<file path="config.mk">
export PLATFORM = sky130hd
export DESIGN_NAME = fft_reorder_buffer
export DESIGN_NICKNAME = d
export VERILOG_FILES = /design/src/rtl/fft_reorder_buffer.sv
export SDC_FILE = /design/constraint.sdc
export NUM_CORES = 2
export LEC_CHECK = 0
export BUFFER_PORTS_ARGS = -buffer_cell sky130_fd_sc_hd__buf_4
export CORE_ASPECT_RATIO = 1.5
export CORE_MARGIN = 2
export CORE_UTILIZATION = 55
export DETAILED_ROUTE_END_ITERATION = 6
export GPL_TIMING_DRIVEN = 1
export PLACE_DENSITY = 0.71
export SLEW_MARGIN = 20
export SYNTH_ARGS = -nofsm -noshare
export SYNTH_HDL_FRONTEND = slang
export SYNTH_SLANG_ARGS = --single-unit
</file>
<file path="constraint.sdc">
create_clock -name clock -period 3.9 [get_ports clock]
set_input_delay 0.39 -clock clock [delete_from_list [all_inputs] [get_ports clock]]
set_output_delay 0.39 -clock clock [all_outputs]
set_load 0.1 [all_outputs]
</file>
<file path="src/rtl/fft_reorder_buffer.sv">
// fft_reorder_buffer: converts bit-reversed FFT frames to natural order via ping-pong banks
//
// Ports:
//   clock      in   master clock, rising edge
//   reset      in   asynchronous active-low reset
//   idata_en   in   input sample valid
//   idata_r/i  in   input sample (real/imag), bit-reversed frame order
//   odata_en   out  output sample valid, N contiguous cycles per frame
//   odata_r/i  out  output sample (real/imag), natural frame order
//   odata_sof  out  start-of-frame marker, present only with FFT_REORDER_SOF_EN defined
//
// Optional feature macro: FFT_REORDER_SOF_EN
module fft_reorder_buffer #(
    parameter int WIDTH = 16,
    parameter int LOG2N = 6
) (
    input  logic             clock,
    input  logic             reset,
    input  logic             idata_en,
    input  logic [WIDTH-1:0] idata_r,
    input  logic [WIDTH-1:0] idata_i,
    output logic             odata_en,
    output logic [WIDTH-1:0] odata_r,
    output logic [WIDTH-1:0] odata_i
`ifdef FFT_REORDER_SOF_EN
    ,
    output logic             odata_sof
`endif
);
    localparam int N = 1 << LOG2N;

    typedef enum logic {IDLE, READ} state_t;

    state_t             state_q, state_d;
    logic [LOG2N-1:0]   wcnt_q, wcnt_d, rcnt_q, rcnt_d, waddr;
    logic               wbank_q, wbank_d, rbank_q, rbank_d;
    logic               start_q, start_d, sbank_q, sbank_d;
    logic               rd_en, wrap;
    logic               rd_vld_q, rd_vld_d, rsel_q, rsel_d;
    logic [2*WIDTH-1:0] mem0 [N];
    logic [2*WIDTH-1:0] mem1 [N];
    logic [2*WIDTH-1:0] rd0_q, rd1_q, rd_word;
    logic               odata_en_q, odata_en_d;
    logic [WIDTH-1:0]   odata_r_q, odata_r_d, odata_i_q, odata_i_d;

    for (genvar i = 0; i < LOG2N; i++) begin : g_rev
        assign waddr[i] = wcnt_q[LOG2N-1-i];
    end

    // Write side: frame boundary is purely the sample count wrapping
    always_comb begin
        wrap    = idata_en && (&wcnt_q);
        wcnt_d  = idata_en ? wcnt_q + 1'b1 : wcnt_q;
        wbank_d = wbank_q ^ wrap;
        start_d = wrap;
        sbank_d = wrap ? wbank_q : sbank_q;
    end

    // Read FSM: a start pulse on the last read address chains the next frame gaplessly
    always_comb begin
        state_d = state_q;
        rcnt_d  = rcnt_q;
        rbank_d = rbank_q;
        rd_en   = state_q == READ;
        case (state_q)
            IDLE: begin
                if (start_q) begin
                    state_d = READ;
                    rcnt_d  = '0;
                    rbank_d = sbank_q;
                end
            end
            READ: begin
                rcnt_d = rcnt_q + 1'b1;
                if (&rcnt_q) begin
                    if (start_q) begin
                        rcnt_d  = '0;
                        rbank_d = sbank_q;
                    end else begin
                        state_d = IDLE;
                    end
                end
            end
            default: state_d = IDLE;
        endcase
    end

    // Output pipeline: RAM read stage, then output register
    always_comb begin
        rd_vld_d   = rd_en;
        rsel_d     = rbank_q;
        rd_word    = rsel_q ? rd1_q : rd0_q;
        odata_en_d = rd_vld_q;
        odata_r_d  = rd_vld_q ? rd_word[2*WIDTH-1:WIDTH] : '0;
        odata_i_d  = rd_vld_q ? rd_word[WIDTH-1:0] : '0;
    end

    always_ff @(posedge clock or negedge reset) begin
        if (!reset) begin
            state_q    <= IDLE;
            wcnt_q     <= '0;
            rcnt_q     <= '0;
            wbank_q    <= 1'b0;
            rbank_q    <= 1'b0;
            start_q    <= 1'b0;
            sbank_q    <= 1'b0;
            rd_vld_q   <= 1'b0;
            rsel_q     <= 1'b0;
            odata_en_q <= 1'b0;
            odata_r_q  <= '0;
            odata_i_q  <= '0;
        end else begin
            state_q    <= state_d;
            wcnt_q     <= wcnt_d;
            rcnt_q     <= rcnt_d;
            wbank_q    <= wbank_d;
            rbank_q    <= rbank_d;
            start_q    <= start_d;
            sbank_q    <= sbank_d;
            rd_vld_q   <= rd_vld_d;
            rsel_q     <= rsel_d;
            odata_en_q <= odata_en_d;
            odata_r_q  <= odata_r_d;
            odata_i_q  <= odata_i_d;
        end
    end

    // Bank RAMs: no reset so they map onto block RAM
    always_ff @(posedge clock) begin
        if (idata_en && !wbank_q) mem0[waddr] <= {idata_r, idata_i};
        if (idata_en && wbank_q) mem1[waddr] <= {idata_r, idata_i};
        if (rd_en) rd0_q <= mem0[rcnt_q];
        if (rd_en) rd1_q <= mem1[rcnt_q];
    end

    assign odata_en = odata_en_q;
    assign odata_r  = odata_r_q;
    assign odata_i  = odata_i_q;

`ifdef FFT_REORDER_SOF_EN
    logic rd_sof_q, rd_sof_d, odata_sof_q, odata_sof_d;

    always_comb begin
        rd_sof_d    = rd_en && (rcnt_q == '0);
        odata_sof_d = rd_sof_q;
    end

    always_ff @(posedge clock or negedge reset) begin
        if (!reset) begin
            rd_sof_q    <= 1'b0;
            odata_sof_q <= 1'b0;
        end else begin
            rd_sof_q    <= rd_sof_d;
            odata_sof_q <= odata_sof_d;
        end
    end

    assign odata_sof = odata_sof_q;
`endif

`ifndef SYNTHESIS
    // A write at the address being read this same edge is safe: the read captures the old word
    always_ff @(posedge clock) begin
        if (reset && idata_en && state_q == READ && wbank_q == rbank_q)
            assert (waddr <= rcnt_q)
            else $error("fft_reorder_buffer: overwrite of unread entry %0d (read at %0d)", waddr, rcnt_q);
    end
`endif
endmodule
</file>
After elaboration in Yosys (flattened, before gate mapping). Memories as Yosys holds them, arrays and structs flattened. A register that Yosys moved wholly into a read port is not among the register bits. Index checks and enable logic that the tools add are counted.

Output and inout bits: 33. Memories kept: 2. Register bits after elaboration: 52. Memory bits (writable): 4096.

Add/subtract/negate cells: 2. Bitwise logic cells: 2. Mux-type cells: 17. Reductions and logical operators: 6. Equal/unequal tests: 2.

Memories: mem0 (words 64, width 32, rd ports 1, clocked after memory_dff 1, wr ports 1, RTL line 40) `logic [2*WIDTH-1:0] mem0 [N];`; mem1 (words 64, width 32, rd ports 1, clocked after memory_dff 1, wr ports 1, RTL line 41) `logic [2*WIDTH-1:0] mem1 [N];`.

Operator list (count): $mux 16 (2); $mux 32 (1); $mux 6 (3); $add 6x1->6 const B (2); $pmux 6 s2 (1); $reduce_and 6->1 (2); $mux 1 (8); $pmux 1 s2 (2); $logic_and 1x1->1 (3); $ne 2x1->1 const B (1); $ne 2x2->1 const B (1); $logic_not 1->1 (1); $not 1->1 (1); $xor 1x1->1 (1).

Depth between registers and ports, before layout.
Depth in word-level cells: 4. Mapped depth: 10. Depth with buffers taken out: 5.

Worst setup path before layout. No wires, ideal clock.

Path type: register to register. From: reg wcnt_q[5]. To: mem mem0[49][0] (netlist bit), enable pin. Setup slack: 0.727 ns. Arrival time: 2.751 ns. Setup time: 0.421 ns. Data required time: 3.479 ns. Cell stages (with the launch flop): 6. Cells stage by stage: dfrtp_1 -> clkbuf_1 -> or3b_2 -> clkbuf_1 -> clkbuf_1 -> nor2_1.

RTL lines: from (decl) (RTL line 35) `logic [LOG2N-1:0] wcnt_q, wcnt_d, rcnt_q, rcnt_d, waddr;`; from (signal assigned) (RTL line 114) `wcnt_q <= wcnt_d;`; to (decl) (RTL line 40).

Straight into the memory's write port.

==> Implementation_results.wiki <==
{| class="wikitable"
! Metric !! Value
|-
| DR vias/cell || 6.93
|-
| Number of port buffers || 67
|-
| H-tree level count || 5
|-
| Nets@finish || 7,651
|-
| Worst setup margin || 0.0566 ns
|-
| Vias || 81,100
|-
| Count of maximum capacitance violations || 0
|-
| Design Area, Final || 182,000 um^2
|-
| Highest net fanout along the worst path || 19
|-
| Leak Pwr || 56.6 nW
|-
| First-pass GRT wire length || 644,000 um
|-
| Routed met3 length || 50,600 um
|-
| Initial core utilization || 55.2%
|-
| Number of top-level pins || 68
|-
| Run status || finished clean
|-
| Clk Tree Root Cell || sky130_fd_sc_hd__clkbuf_16
|-
| Synth Net Count || 7,043
|-
| Post-synth top area cell || sky130_fd_sc_hd__edfxtp_1
|-
| Cell Rows || 243
|-
| Data required time at the worst endpoint || 4.55 ns
|-
| Mean instance size in the synthesized netlist || 23.0 um^2
|-
| Routed wire length per instance || 40.1 um
|-
| Remaining global-route overflow || 0
|-
| Pre-CTS setup slack || -0.0946 ns
|-
| Detailed-route wire length on metal 1 || 150,000 um
|-
| Portion of synthesized cell area occupied by the leading cell type || 77.6%
|-
| Worst reg-to-reg path cell count || 6
|-
| Overall routed net length || 469,000 um
|-
| Number of buffers inserted during clock tree synthesis || 363
|-
| Synth warnings || 0
|-
| Top Layer Used || met5
|-
| Hold-critical path depth || 1
|-
| Placed standard-cell area || 171,000 um^2
|-
| Data arrival time of the critical path || 4.50 ns
|-
| Number of synthesized register bits || 4,212
|-
| Number of placed cells counting well taps || 11,000
|-
| Clock-pin slew on the worst setup and hold paths || 0.07 ns
|-
| Synth top cells by count || 4,160 x sky130_fd_sc_hd__edfxtp_1, 1,030 x sky130_fd_sc_hd__mux4_2, 288 x sky130_fd_sc_hd__mux2i_1, 177 x sky130_fd_sc_hd__nor2_1, 133 x sky130_fd_sc_hd__nand2_1
|-
| Number of instances in the synthesized netlist || 7,001
|-
| Residual DRC count || 0
|-
| Count of flip-flops with a built-in enable after synthesis || 4,160
|-
| Final cell count without fillers || 11,700
|-
| All-Layer GR Usage || 31.6%
|-
| Final hold vios || 0
|-
| Number of library cell types mapped by synthesis || 58
|-
| Post-Syn Area || 161,000 um^2
|-
| Kind of end point of the critical path || flip-flop
|-
| Clock insertion delay at the later pin of the skew report || 0.93 ns
|-
| Unrepaired setup endpoints after global routing || false
|-
| Post-DP HPWL || 281,000 um
|-
| Post-route ant nets || 0
|-
| Number of design-rule violations left by the first detailed-router iteration || 12,200
|-
| Time the worst path needs with I/O delays and setup || 3.84 ns
|-
| Most repeated cell in the gate-level netlist after synthesis || sky130_fd_sc_hd__edfxtp_1
|-
| Final worst clock skew || 0.0626 ns
|-
| Initial antenna violation count || 30
|-
| Layout cells sized above 1 || 30.5%
|-
| Maximum resistive drop on vdd || 415 uV
|-
| Final total negative setup slack || 0 ns
|-
| Async set-reset flop share out of synthesis || 1.23%
|-
| Main area contributors after synthesis || sky130_fd_sc_hd__edfxtp_1 78%, sky130_fd_sc_hd__mux4_2 14%, sky130_fd_sc_hd__mux2i_1 1.8%
|-
| Worst Setup Start Kind || flip-flop
|-
| Area growth from synthesis to layout || 13.3%
|-
| Sequential cell area fraction in the yosys report || 78.4%
|-
| Worst-Margin Slew || 1.21 ns
|-
| Maximum operating frequency || 0.260 GHz
|-
| Power density over cell area || 605 nW/um^2
|-
| Count of clock tree sinks || 4,212
|-
| Crit Path Class || reg -> reg
|-
| Share of the cycle needed by the critical path after routing || 98.5%
|-
| Die Y || 667 um
|-
| Final worst hold slack || 0.0151 ns
|-
| Die Wd || 446 um
|-
| Floorplan die area || 297,000 um^2
|-
| Worst Hold Class || in -> reg
|-
| Count of pins over their slew limit || 0
|-
| Largest net degree at the start of global routing || 98
|-
| Maximum clock insertion buffer count || 4
|-
| Number of setup violations in the final report || 0
|-
| DR WL met2 || 227,000 um
|-
| Post-CTS Repair Setup Buffers || 0
|-
| Placer congestion estimate || 0.905
|-
| TritonCTS clock tree || built
|-
| Tightest slew margin relative to the limit || 19.6%
|-
| Detailed Routing Iterations Pass 1 || 6
|-
| Number of global-route vias before repair || 80,500
|-
| Core Footprint || 292,000 um^2
|-
| Most used DFF post-synth || sky130_fd_sc_hd__edfxtp_1
|}
==> worst max-delay path, cell delays in order (launching register included) <==
cell and delay [ns]:
sky130_fd_sc_hd__dfrtp_4 0.83, sky130_fd_sc_hd__buf_4 0.48, sky130_fd_sc_hd__mux4_2 0.55, sky130_fd_sc_hd__mux2i_1 0.60, sky130_fd_sc_hd__a21oi_1 0.45, sky130_fd_sc_hd__o21ai_0 0.41, sky130_fd_sc_hd__a22oi_1 0.19
==> cell usage in the layout, fill, tap and decap left out, types with 89 or more instances in the layout <==
master | Yosys | routed
sky130_fd_sc_hd__mux4_2 | 1030 | 1030
sky130_fd_sc_hd__edfxtp_1 | 4160 | 4160
sky130_fd_sc_hd__nand2_1 | 133 | 131
sky130_fd_sc_hd__mux2i_1 | 288 | 288
sky130_fd_sc_hd__a21oi_1 | 124 | 121
sky130_fd_sc_hd__buf_12 | 0 | 98
sky130_fd_sc_hd__buf_4 | 87 | 510
sky130_fd_sc_hd__nor2_4 | 0 | 129
sky130_fd_sc_hd__a22oi_1 | 89 | 89
sky130_fd_sc_hd__clkbuf_16 | 0 | 370
==> kinds of logic (layout without fill, tap and decap cells) <==
group | after synthesis | in the layout | share of synthesized area [%]
mux | 1384 | 1384 | 16.7
compound gates | 517 | 517 | 2.12
flops | 4212 | 4212 | 78.4
xor+xnor | 6 | 6 | 0.0326
other cells | 0 | 7 | 0
buf+inv | 390 | 1282 | 1.35
simple gates | 485 | 485 | 1.38
fa+ha+maj | 7 | 7 | 0.0544
==> through the flow <==
step                utilization, %  total power [W]
detailed placement            58.5           0.0753
global route                  62.5            0.113
CTS                           62.5            0.111
floorplan                        -           0.0673
global placement              58.5           0.0750
finish                        62.5            0.110
==> repair_timing <==
item | in CTS | in global routing
hold endpoints to repair | 99 | 62
gates resized for setup | 1 | 1
hold buffers | 4 | 4
endpoints found under the setup margin | 1 | 1
pin swaps | 0 | 0
==> state kept, by name, summed over array words and instances, names as in the netlist, 6 cells and up <==
name,flops
odata_i,16
mem1,2048
wcnt_q,6
rcnt_q,6
odata_r,16
mem0,2048
rd1_q,32
rd0_q,32
==> area by class of cell <==
cell class | count | area [um^2]
repair buffers | 625 | 6040
multi-input cells | 2399 | 33700
inverters | 8 | 37.5
well taps | 3797 | 4750
clock buffers | 453 | 9640
clock inverters | 196 | 1950
diodes | 7 | 17.5
flip-flops and latches | 4212 | 126000
fillers | 18800 | 109000
==> final timing paths <==
path                                       startpoint                endpoint  slack, ns
min in group asynchronous                       reset    odata_en_d$_DFF_PN0_       0.12
worst min register to register    rbank_q$_DFFE_PN0P_        rsel_q$_DFF_PN0_       0.38
worst max register to register  rcnt_q[0]$_DFFE_PN0P_     rd0_q[16]$_DFFE_PP_       0.06
max in group asynchronous                       reset   rcnt_q[3]$_DFFE_PN0P_       3.15
worst max-delay path            rcnt_q[0]$_DFFE_PN0P_     rd0_q[16]$_DFFE_PP_       0.06
worst min-delay path                      idata_i[12]  mem0[26][12]$_DFFE_PP_       0.02
==> where the power goes <==
| group | switching, W | internal, W | total [W] |
|---|---|---|---|
| Sequential | 0.000787 | 0.0510 | 0.0518 |
| Combinational | 0.0126 | 0.00999 | 0.0226 |
| Clock | 0.0161 | 0.0199 | 0.0360 |
==> per-layer routing <==
layer  up-vias  GRT usage (%)
li1      30900              -
met4        14           22.4
met2      6031           50.8
met3      1217           5.36
met5         -              0
met1     42900           39.4
Power figures use the tool's default switching activity.
